File: src/rtl/strided_addr_gen_nch.sv
// Multi-channel 1D/2D strided address generator with per-channel ready/valid
// request ports, abort, wrap-around addressing, done and config-error pulses.
module strided_addr_gen_nch #(
    parameter int NCH = 2,
    parameter int AW  = 5,
    parameter int CW  = 8,
    parameter int OCW = 4,
    parameter int SW  = 4
) (
    input  logic                 clk,
    input  logic                 rst,
    input  logic [NCH-1:0]       cfg_valid,
    input  logic [NCH-1:0]       cfg_we,
    input  logic [NCH*AW-1:0]    cfg_base,
    input  logic [NCH*CW-1:0]    cfg_count,
    input  logic [NCH*SW-1:0]    cfg_stride,
    input  logic [NCH*OCW-1:0]   cfg_ocount,
    input  logic [NCH*SW-1:0]    cfg_ostride,
    input  logic [NCH-1:0]       abort,
    input  logic [NCH-1:0]       req_ready,
    output logic [NCH-1:0]       req_valid,
    output logic [NCH*AW-1:0]    req_addr,
    output logic [NCH-1:0]       req_we,
    output logic [NCH-1:0]       busy,
    output logic [NCH-1:0]       done,
    output logic [NCH-1:0]       cfg_err
);

    typedef enum logic [1:0] {S_IDLE, S_RUN, S_DONE} state_t;

    for (genvar c = 0; c < NCH; c++) begin : g_ch
        state_t          state_q, state_d;
        logic [AW-1:0]   addr_q, addr_d;
        logic [AW-1:0]   row_base_q, row_base_d;
        logic [CW-1:0]   i_q, i_d;
        logic [CW-1:0]   count_q, count_d;
        logic [OCW-1:0]  j_q, j_d;
        logic [OCW-1:0]  ocount_q, ocount_d;
        logic [SW-1:0]   stride_q, stride_d;
        logic [SW-1:0]   ostride_q, ostride_d;
        logic            we_q, we_d;
        logic            cfg_err_q, cfg_err_d;
        logic [AW-1:0]   next_row;
        logic            fire;
        logic            run;

        assign run      = (state_q == S_RUN);
        assign fire     = run && req_ready[c];
        assign next_row = row_base_q + AW'(ostride_q);

        always_comb begin
            state_d    = state_q;
            addr_d     = addr_q;
            row_base_d = row_base_q;
            i_d        = i_q;
            j_d        = j_q;
            count_d    = count_q;
            ocount_d   = ocount_q;
            stride_d   = stride_q;
            ostride_d  = ostride_q;
            we_d       = we_q;
            cfg_err_d  = 1'b0;

            case (state_q)
                S_IDLE: begin
                    // abort is meaningless here, so a simultaneous cfg simply wins
                    if (cfg_valid[c]) begin
                        count_d    = cfg_count[c*CW +: CW];
                        ocount_d   = cfg_ocount[c*OCW +: OCW];
                        stride_d   = cfg_stride[c*SW +: SW];
                        ostride_d  = cfg_ostride[c*SW +: SW];
                        we_d       = cfg_we[c];
                        addr_d     = cfg_base[c*AW +: AW];
                        row_base_d = cfg_base[c*AW +: AW];
                        i_d        = '0;
                        j_d        = '0;
                        if (cfg_count[c*CW +: CW] == '0 || cfg_ocount[c*OCW +: OCW] == '0)
                            state_d = S_DONE;
                        else
                            state_d = S_RUN;
                    end
                end
                S_RUN: begin
                    cfg_err_d = cfg_valid[c];
                    if (abort[c]) begin
                        state_d = S_IDLE;
                    end else if (fire) begin
                        if (i_q != count_q - CW'(1)) begin
                            i_d    = i_q + CW'(1);
                            addr_d = addr_q + AW'(stride_q);
                        end else if (j_q != ocount_q - OCW'(1)) begin
                            i_d        = '0;
                            j_d        = j_q + OCW'(1);
                            row_base_d = next_row;
                            addr_d     = next_row;
                        end else begin
                            state_d = S_DONE;
                        end
                    end
                end
                S_DONE: begin
                    cfg_err_d = cfg_valid[c];
                    state_d   = S_IDLE;
                end
                default: state_d = S_IDLE;
            endcase
        end

        always_ff @(posedge clk or negedge rst) begin
            if (!rst) begin
                state_q    <= S_IDLE;
                addr_q     <= '0;
                row_base_q <= '0;
                i_q        <= '0;
                j_q        <= '0;
                count_q    <= '0;
                ocount_q   <= '0;
                stride_q   <= '0;
                ostride_q  <= '0;
                we_q       <= 1'b0;
                cfg_err_q  <= 1'b0;
            end else begin
                state_q    <= state_d;
                addr_q     <= addr_d;
                row_base_q <= row_base_d;
                i_q        <= i_d;
                j_q        <= j_d;
                count_q    <= count_d;
                ocount_q   <= ocount_d;
                stride_q   <= stride_d;
                ostride_q  <= ostride_d;
                we_q       <= we_d;
                cfg_err_q  <= cfg_err_d;
            end
        end

        // Outputs are pure functions of registered state: no path from req_ready.
        assign req_valid[c]           = run;
        assign busy[c]                = run;
        assign done[c]                = (state_q == S_DONE);
        assign cfg_err[c]             = cfg_err_q;
        assign req_addr[c*AW +: AW]   = run ? addr_q : '0;
        assign req_we[c]              = run && we_q;
    end

endmodule

File: config.mk
export PLATFORM = sky130hd
export DESIGN_NAME = strided_addr_gen_nch
export DESIGN_NICKNAME = d
export VERILOG_FILES = /design/src/rtl/strided_addr_gen_nch.sv
export SDC_FILE = /design/constraint.sdc
export NUM_CORES = 1
export LEC_CHECK = 0
export CORE_ASPECT_RATIO = 2
export CORE_MARGIN = 1
export CORE_UTILIZATION = 40
export CTS_CLUSTER_DIAMETER = 80
export DETAILED_ROUTE_END_ITERATION = 8
export MAX_ROUTING_LAYER = met4
export PLACE_DENSITY = 0.65
export SLEW_MARGIN = 25
export SYNTH_ARGS = -nofsm -noshare
export SYNTH_HDL_FRONTEND = slang
export SYNTH_SLANG_ARGS = --single-unit
File: constraint.sdc
create_clock -name clk -period 5 [get_ports clk]
set_input_delay 1 -clock clk [delete_from_list [all_inputs] [get_ports clk]]
set_output_delay 1 -clock clk [all_outputs]
set_load 0.02 [all_outputs]
==> summary.log, run 1 <==
INFO  place          numPortBuffers=79
INFO  cts            cts_tree=built
INFO  timing         fmaxAchievable=291MHz
INFO  route          drt_iter0_markers=128
INFO  power          p_leak=3.02nW
INFO  logic_synthesis synth_cell_type_count=65
INFO  place          placedInstanceArea=6670um^2
INFO  logic_synthesis synth_sequential_area_ratio=0.401
INFO  die            die_width=86.7um
INFO  cts            clockRootBuffer=sky130_fd_sc_hd__clkbuf_16
INFO  logic_synthesis asyncSetResetFlopFracSynth=1.00
INFO  timing         post-route-min-period=3.44ns
INFO  global_routing grt_ovf=0
INFO  global_routing antenna_violations_before_repair=0
INFO  timing         worst-slew-pin-transition=1.04ns
INFO  die            dieHeight=171um
INFO  worst_setup_path timing.rr.start=g_ch[1].count_q[0]
INFO  worst_setup_path rr_endpoint=g_ch[1].state_q[0]
INFO  timing         timing.max_slew.rel_slack=0.302
INFO  final_layout   design_area=6990um^2
INFO  timing         timing.final.crit_share=0.688
INFO  logic_synthesis synth_ff_type=sky130_fd_sc_hd__dfrtp_1
INFO  hold_path      hold_path_depth=1
INFO  route          postRouteAntennaNets=0
INFO  route          detailed_route_drc_error_count=0
INFO  final_layout   layout_common_cells=sky130_fd_sc_hd__dfrtp_1 (92), sky130_fd_sc_hd__clkdlybuf4s50_1 (78), sky130_fd_sc_hd__nand2_1 (44)
INFO  final_layout   antenna_cells_inserted=0
INFO  route          routed_wl=15400um
INFO  cts            cts-buffers-inserted=9
INFO  hold_path      timing.hold.worst.start=g_ch[0].we_q
INFO  worst_setup_path crit_arrival=2.44ns
INFO  global_routing maximum_number_of_pins_on_one_net_before_global_route_repair=57
INFO  final_layout   fillCellCount=1342
INFO  logic_synthesis synth-warning-count=0
INFO  timing         setup_viol_count_final=0
INFO  final_layout   sequential_cell_area=2300um^2
INFO  worst_setup_path reg2regPathDepth=9
INFO  logic_synthesis synth_area=5740um^2
INFO  global_routing grtUsageTotal=0.227
INFO  timing         final_number_of_hold_violating_endpoints=0
INFO  final_layout   mostFrequentLayoutCell=sky130_fd_sc_hd__dfrtp_1
INFO  hold_path      hold_path_class=reg -> reg
INFO  logic_synthesis mean_syn_cell_area=9.90um^2
INFO  die            fp-row-count=61
INFO  worst_setup_path critPathRequiredTime=4.00ns
INFO  final_layout   synthToLayoutAreaGrowth=21.8%
INFO  worst_setup_path critical_path_peak_fanout=31
INFO  place          dp_slack=1.57ns
INFO  route          tritonroute_pass_1_iters=4
INFO  die            design.core.area=14000um^2
INFO  cts            cts_max_path_buffers=2
INFO  logic_synthesis synth.net_count=674
INFO  cts            clk_latency=0.34ns
INFO  cts            htreeDepth=3
INFO  timing         skew=0.00603ns
INFO  worst_setup_path type_of_the_setup_path_with_the_least_slack=reg -> out
INFO  cts            clkSlewWorstSetupHoldPaths=0.07ns
INFO  logic_synthesis postSynthRegisterBits=92
INFO  die            num_io_pins=80
INFO  hold_path      hold-path-endpoint=g_ch[0].we_q
INFO  cts            tritoncts_num_sinks=92
INFO  final_layout   post_layout_nonfiller_instances=843
INFO  outcome        run_status=complete, no violations
INFO  final_layout   final_core_util=0.501
INFO  timing         timing.final.max_slew_violations=0
INFO  final_layout   nNetsFinal=743
INFO  logic_synthesis synth-edff-count=0
INFO  worst_setup_path worst_case_register_to_register_setup_slack=1.85ns
INFO  final_layout   area_occupied_by_multi_input_gates=3180um^2
INFO  global_routing first_global_vias=4932
INFO  route          vias=4650
INFO  place          dp_hpwl=12100um
INFO  power          power_density=638nW/um^2
INFO  route          post_drt_via_cell_ratio=5.52
INFO  worst_setup_path cp-start-kind=flop
INFO  power          worst_ir_drop_vdd=0.000316V
INFO  worst_setup_path crit_end_category=output pin
INFO  cts            postCtsSetupRepairBufs=0
INFO  logic_synthesis synthesis.instances=580
INFO  die            initial_util=0.411
INFO  cts            post_cts_resize_count=0
INFO  route          drt_wl_cell=18.3um
INFO  die            dieArea=14900um^2
INFO  timing         final_critical_path_setup_slack=1.56ns
INFO  global_routing grt_pass1_wl=24600um
INFO  timing         fin_worst_hold_slack=0.505ns
INFO  place          place_inst=827
INFO  timing         final.setup.tns=0ns
INFO  timing         rsz0062_at_grt=false
INFO  job            cap_viol_max_count=0
INFO  power          post-layout-total-power=4.46mW
INFO  place          routabilityCongestion=0.953
INFO  cts            cts-hold-fix-buffers=0
INFO  final_layout   layout-drive-gt1-share=0.110
cell type report:
type                       instances  share of cell area
clock buffer                       9              0.0322
clock inverter                     7              0.0141
inverter                          34              0.0183
multi-input combinational        429               0.455
sequential                        92               0.329
tap                              189              0.0338
timing repair buffer              83               0.117
routing by layer:
metal / share of wire / track usage / vias to the layer above / wire length, um
met4: 0.047 / 0.121 / 0 / 718
met5: 0 / - / - / 0
met2: 0.59 / 0.447 / 107 / 9050
met3: 0.023 / 0.0269 / 44 / 348
met1: 0.34 / 0.204 / 2296 / 5290
li1: - / - / 2203 / -
power by group:
part	leakage [nW]	switching, mW	total, mW	internal (mW)
registers	1.14	0.297	1.35	1.05
logic	1.72	1.30	2.36	1.07
clock network	0.156	0.311	0.753	0.442
cell families (layout without fill, tap and decap cells):
| logic type | Yosys count | after routing | share of synthesized area |
|---|---|---|---|
| xor+xnor | 48 | 48 | 0.0732 |
| fa+ha+maj | 34 | 34 | 0.0794 |
| flops | 92 | 92 | 0.401 |
| simple gates | 176 | 176 | 0.161 |
| buf+inv | 59 | 133 | 0.0443 |
| compound gates | 122 | 122 | 0.147 |
| mux | 49 | 49 | 0.0946 |
sequential cells by signal (all words and copies together), names as in the netlist:
register	flops
g_ch.state_q	4
g_ch.i_q	16
g_ch.we_q	2
g_ch.addr_q	10
g_ch.ocount_q	8
g_ch.ostride_q	8
g_ch.j_q	8
g_ch.stride_q	8
g_ch.cfg_err_q	2
g_ch.row_base_q	10
g_ch.count_q	16
worst max-delay path by stage:
stage,from,to,slack (ns),depth (start not counted)
after floorplan,g_ch[0].state_q[1],req_addr[0],2.29,6
after global placement,cfg_valid[0],g_ch[0].row_base_q[0],1.66,7
after detailed placement,cfg_valid[0],g_ch[0].row_base_q[1],1.57,7
after CTS,g_ch[0].state_q[1],req_addr[1],1.56,6
after global routing,g_ch[0].state_q[1],req_addr[1],1.45,6
final,g_ch[0].state_q[1],req_addr[1],1.56,6
worst max-delay path, stage by stage, from the launching register on:
cell,delay [ns]
sky130_fd_sc_hd__dfrtp_1,0.40
sky130_fd_sc_hd__inv_1,0.11
sky130_fd_sc_hd__ha_1,0.15
sky130_fd_sc_hd__buf_4,0.31
sky130_fd_sc_hd__inv_1,0.30
sky130_fd_sc_hd__nor2_1,0.18
sky130_fd_sc_hd__clkdlybuf4s50_1,0.63
cell usage after synthesis, types with 11 or more instances:
cell | number | area (um^2)
sky130_fd_sc_hd__dfrtp_1 | 92 | 2300
sky130_fd_sc_hd__nand2_1 | 44 | 165
sky130_fd_sc_hd__mux2_2 | 40 | 450
sky130_fd_sc_hd__inv_1 | 34 | 128
sky130_fd_sc_hd__nor2_1 | 33 | 124
sky130_fd_sc_hd__xnor2_1 | 32 | 280
sky130_fd_sc_hd__a21oi_1 | 31 | 155
sky130_fd_sc_hd__ha_1 | 30 | 375
sky130_fd_sc_hd__o21ai_0 | 19 | 95.1
sky130_fd_sc_hd__and2_1 | 18 | 113
sky130_fd_sc_hd__xor2_1 | 16 | 140
sky130_fd_sc_hd__clkbuf_1 | 15 | 56.3
sky130_fd_sc_hd__a31oi_1 | 14 | 87.6
sky130_fd_sc_hd__nand3_1 | 14 | 70.1
sky130_fd_sc_hd__a21o_1 | 13 | 97.6
sky130_fd_sc_hd__nor3_1 | 11 | 55.1
Power figures use the tool's default switching activity.
==> inputs of run 2 (changes only) <==
- PLACE_DENSITY: 0.65 -> 0.68
- clock period: 5 -> 3 ns (I/O delays scaled with it)
==> run 2 against run 1 <==
Clock power is 55% higher. Critical path depth is 4 higher. Largest cell class unchanged. Cell count up 1.4%. Count of clock-buffer cells in the layout increased by 1. First-iteration DRC count increased by 7.8%. Worst hold slack worse by 0.31 ns. Power is 67% higher. Die area unchanged. Setup slack worse by 1.3 ns.
==> summary.log, run 2 (synthesis results as in run 1) <==
INFO  timing         post-route-min-period=2.73ns
INFO  timing         setup_viol_count_final=0
INFO  cts            cts-buffers-inserted=9
INFO  worst_setup_path crit_end_category=flop
INFO  die            fp-row-count=61
INFO  worst_setup_path cp-start-kind=flop
INFO  power          worst_ir_drop_vdd=0.000545V
INFO  global_routing maximum_number_of_pins_on_one_net_before_global_route_repair=61
INFO  route          post_drt_via_cell_ratio=5.54
INFO  worst_setup_path critical_path_peak_fanout=12
INFO  worst_setup_path critical_path_s_slowest_cell=sky130_fd_sc_hd__a21oi_1
INFO  final_layout   largestRegisters=g_ch.count_q: 16 flops, g_ch.i_q: 16 flops
INFO  cts            cts_tree=built
INFO  worst_setup_path critPathRequiredTime=3.19ns
INFO  die            dieHeight=171um
INFO  outcome        run_status=complete, no violations
INFO  worst_setup_path type_of_the_setup_path_with_the_least_slack=reg -> reg
INFO  die            die_width=86.7um
INFO  cts            clkSlewWorstSetupHoldPaths=0.07ns
INFO  cts            clk_latency=0.34ns
INFO  power          power_density=1050nW/um^2
INFO  worst_setup_path critical_path.max_stage_delay=0.48ns
INFO  timing         timing.max_slew.rel_slack=0.447
INFO  cts            tritoncts_num_sinks=92
INFO  job            cap_viol_max_count=0
INFO  timing         fin_worst_hold_slack=0.197ns
INFO  global_routing antenna_violations_before_repair=0
INFO  global_routing first_global_vias=4919
INFO  timing         timing.final.max_slew_violations=0
INFO  timing         final_number_of_hold_violating_endpoints=0
INFO  die            design.core.area=14000um^2
INFO  route          drt_iter0_markers=138
INFO  route          postRouteAntennaNets=0
INFO  timing         rsz0062_at_grt=false
INFO  final_layout   nNetsFinal=755
INFO  cts            htreeDepth=3
INFO  timing         timing.final.crit_share=0.911
INFO  global_routing grtUsageTotal=0.219
INFO  final_layout   layout-drive-gt1-share=0.129
INFO  route          tritonroute_pass_1_iters=5
INFO  timing         worst-slew-pin-transition=0.822ns
INFO  worst_setup_path critical-path-top-delay-family=compound AO/OA/AOI/OAI gates
INFO  global_routing grt_pass1_wl=23900um
INFO  final_layout   synthToLayoutAreaGrowth=23.4%
INFO  place          numPortBuffers=79
INFO  cts            clockRootBuffer=sky130_fd_sc_hd__clkbuf_16
INFO  place          routabilityCongestion=0.905
INFO  timing         skew=0.00769ns
INFO  worst_setup_path worst_case_register_to_register_setup_slack=0.27ns
INFO  final_layout   layout_common_cells=sky130_fd_sc_hd__dfrtp_1 (92), sky130_fd_sc_hd__clkdlybuf4s50_1 (78), sky130_fd_sc_hd__nand2_1 (44)
INFO  route          drt_wl_cell=17.7um
INFO  place          dp_hpwl=11800um
INFO  route          vias=4737
INFO  die            num_io_pins=80
INFO  die            dieArea=14900um^2
INFO  final_layout   mostFrequentLayoutCell=sky130_fd_sc_hd__dfrtp_1
INFO  worst_setup_path path_cells=inv_1, ha_1, nand4bb_1, a211oi_1, o211ai_1, nor2_1, o21ai_1, buf_4, a21oi_1, a31oi_1
INFO  power          p_leak=3.09nW
INFO  timing         fmaxAchievable=366MHz
INFO  cts            cts_max_path_buffers=2
INFO  hold_path      hold_path_class=in -> async
INFO  global_routing grt_ovf=0
INFO  power          post-layout-total-power=7.44mW
INFO  route          routed_wl=15200um
INFO  final_layout   antenna_cells_inserted=0
INFO  worst_setup_path critical_path_buf_inv_count=2
INFO  worst_setup_path crit_arrival=2.93ns
INFO  die            initial_util=0.411
INFO  route          detailed_route_drc_error_count=0
INFO  timing         final.setup.tns=0ns
run 2: cell types whose count changed in the layout (fill, tap and decap cells not counted), sizes merged:
| cell | previous run | this run |
|---|---|---|
| buf | 5 | 17 |
| bufinv | 2 | 1 |
| clkbuf | 9 | 10 |
| clkinv | 2 | 4 |
| clkinvlp | 1 | 0 |
| inv | 36 | 35 |
run 2: where the power goes:
part | switching [mW] | internal [mW]
logic | 2.15 | 1.86
registers | 0.512 | 1.75
clock network | 0.498 | 0.669
total | 3.16 | 4.28
run 2: path summary, 6_finish.rpt:
path / startpoint / depth (start not counted) / endpoint
setup / recovery: g_ch[0].count_q[0] / 10 / g_ch[0].row_base_q[1]
hold / removal: rst / 1 / g_ch[0].stride_q[1]
setup reg to reg: g_ch[0].count_q[0] / 10 / g_ch[0].row_base_q[1]
hold reg to reg: g_ch[0].we_q / 1 / g_ch[0].we_q
max in group asynchronous: rst / 2 / g_ch[0].count_q[0]
min in group clk: g_ch[0].we_q / 1 / g_ch[0].we_q
run 2: final cells by class:
cell class,count,area [um^2]
clock buffer,10,239
inverter,34,128
sequential,92,2300
timing repair buffer,95,921
tap,189,236
fill,1312,6890
clock inverter,6,62.6
multi-input combinational,429,3190
run 2: worst reg2reg max path: stages, from the launching register on:
cell                        delay (ns)
sky130_fd_sc_hd__dfrtp_1          0.44
sky130_fd_sc_hd__inv_1            0.09
sky130_fd_sc_hd__ha_1             0.29
sky130_fd_sc_hd__nand4bb_1        0.13
sky130_fd_sc_hd__a211oi_1         0.24
sky130_fd_sc_hd__o211ai_1         0.14
sky130_fd_sc_hd__nor2_1           0.28
sky130_fd_sc_hd__o21ai_1          0.12
sky130_fd_sc_hd__buf_4            0.21
sky130_fd_sc_hd__a21oi_1          0.49
sky130_fd_sc_hd__a31oi_1          0.16
run 2: stage by stage:
step | instances | utilization | setup WS (ns) | cell area (um^2)
after floorplan | 580 | - | 0.423 | 5740
after detailed placement | 839 | 0.485 | 0.0700 | 6770
after global routing | 855 | 0.507 | 0.0443 | 7080
after global placement | 839 | 0.485 | 0.250 | 6770
final | 855 | 0.507 | 0.268 | 7080
after CTS | 855 | 0.506 | 0.0612 | 7070
run 2: timing repair:
| item | in CTS | in global routing |
|---|---|---|
| endpoints found under the setup margin | 0 | 13 |
| hold endpoints to repair | 0 | 0 |
| gates resized for setup | 0 | 2 |
| setup buffers | 0 | 0 |
| hold buffers | 0 | 0 |
run 2: metal layers:
layer	wire length, um	vias to the layer above	track usage	part of all wire
li1	-	2217	-	-
met1	5150	2331	0.195	0.34
met2	8770	135	0.424	0.58
met3	514	54	0.0312	0.034
met4	734	0	0.130	0.048
met5	0	-	-	0
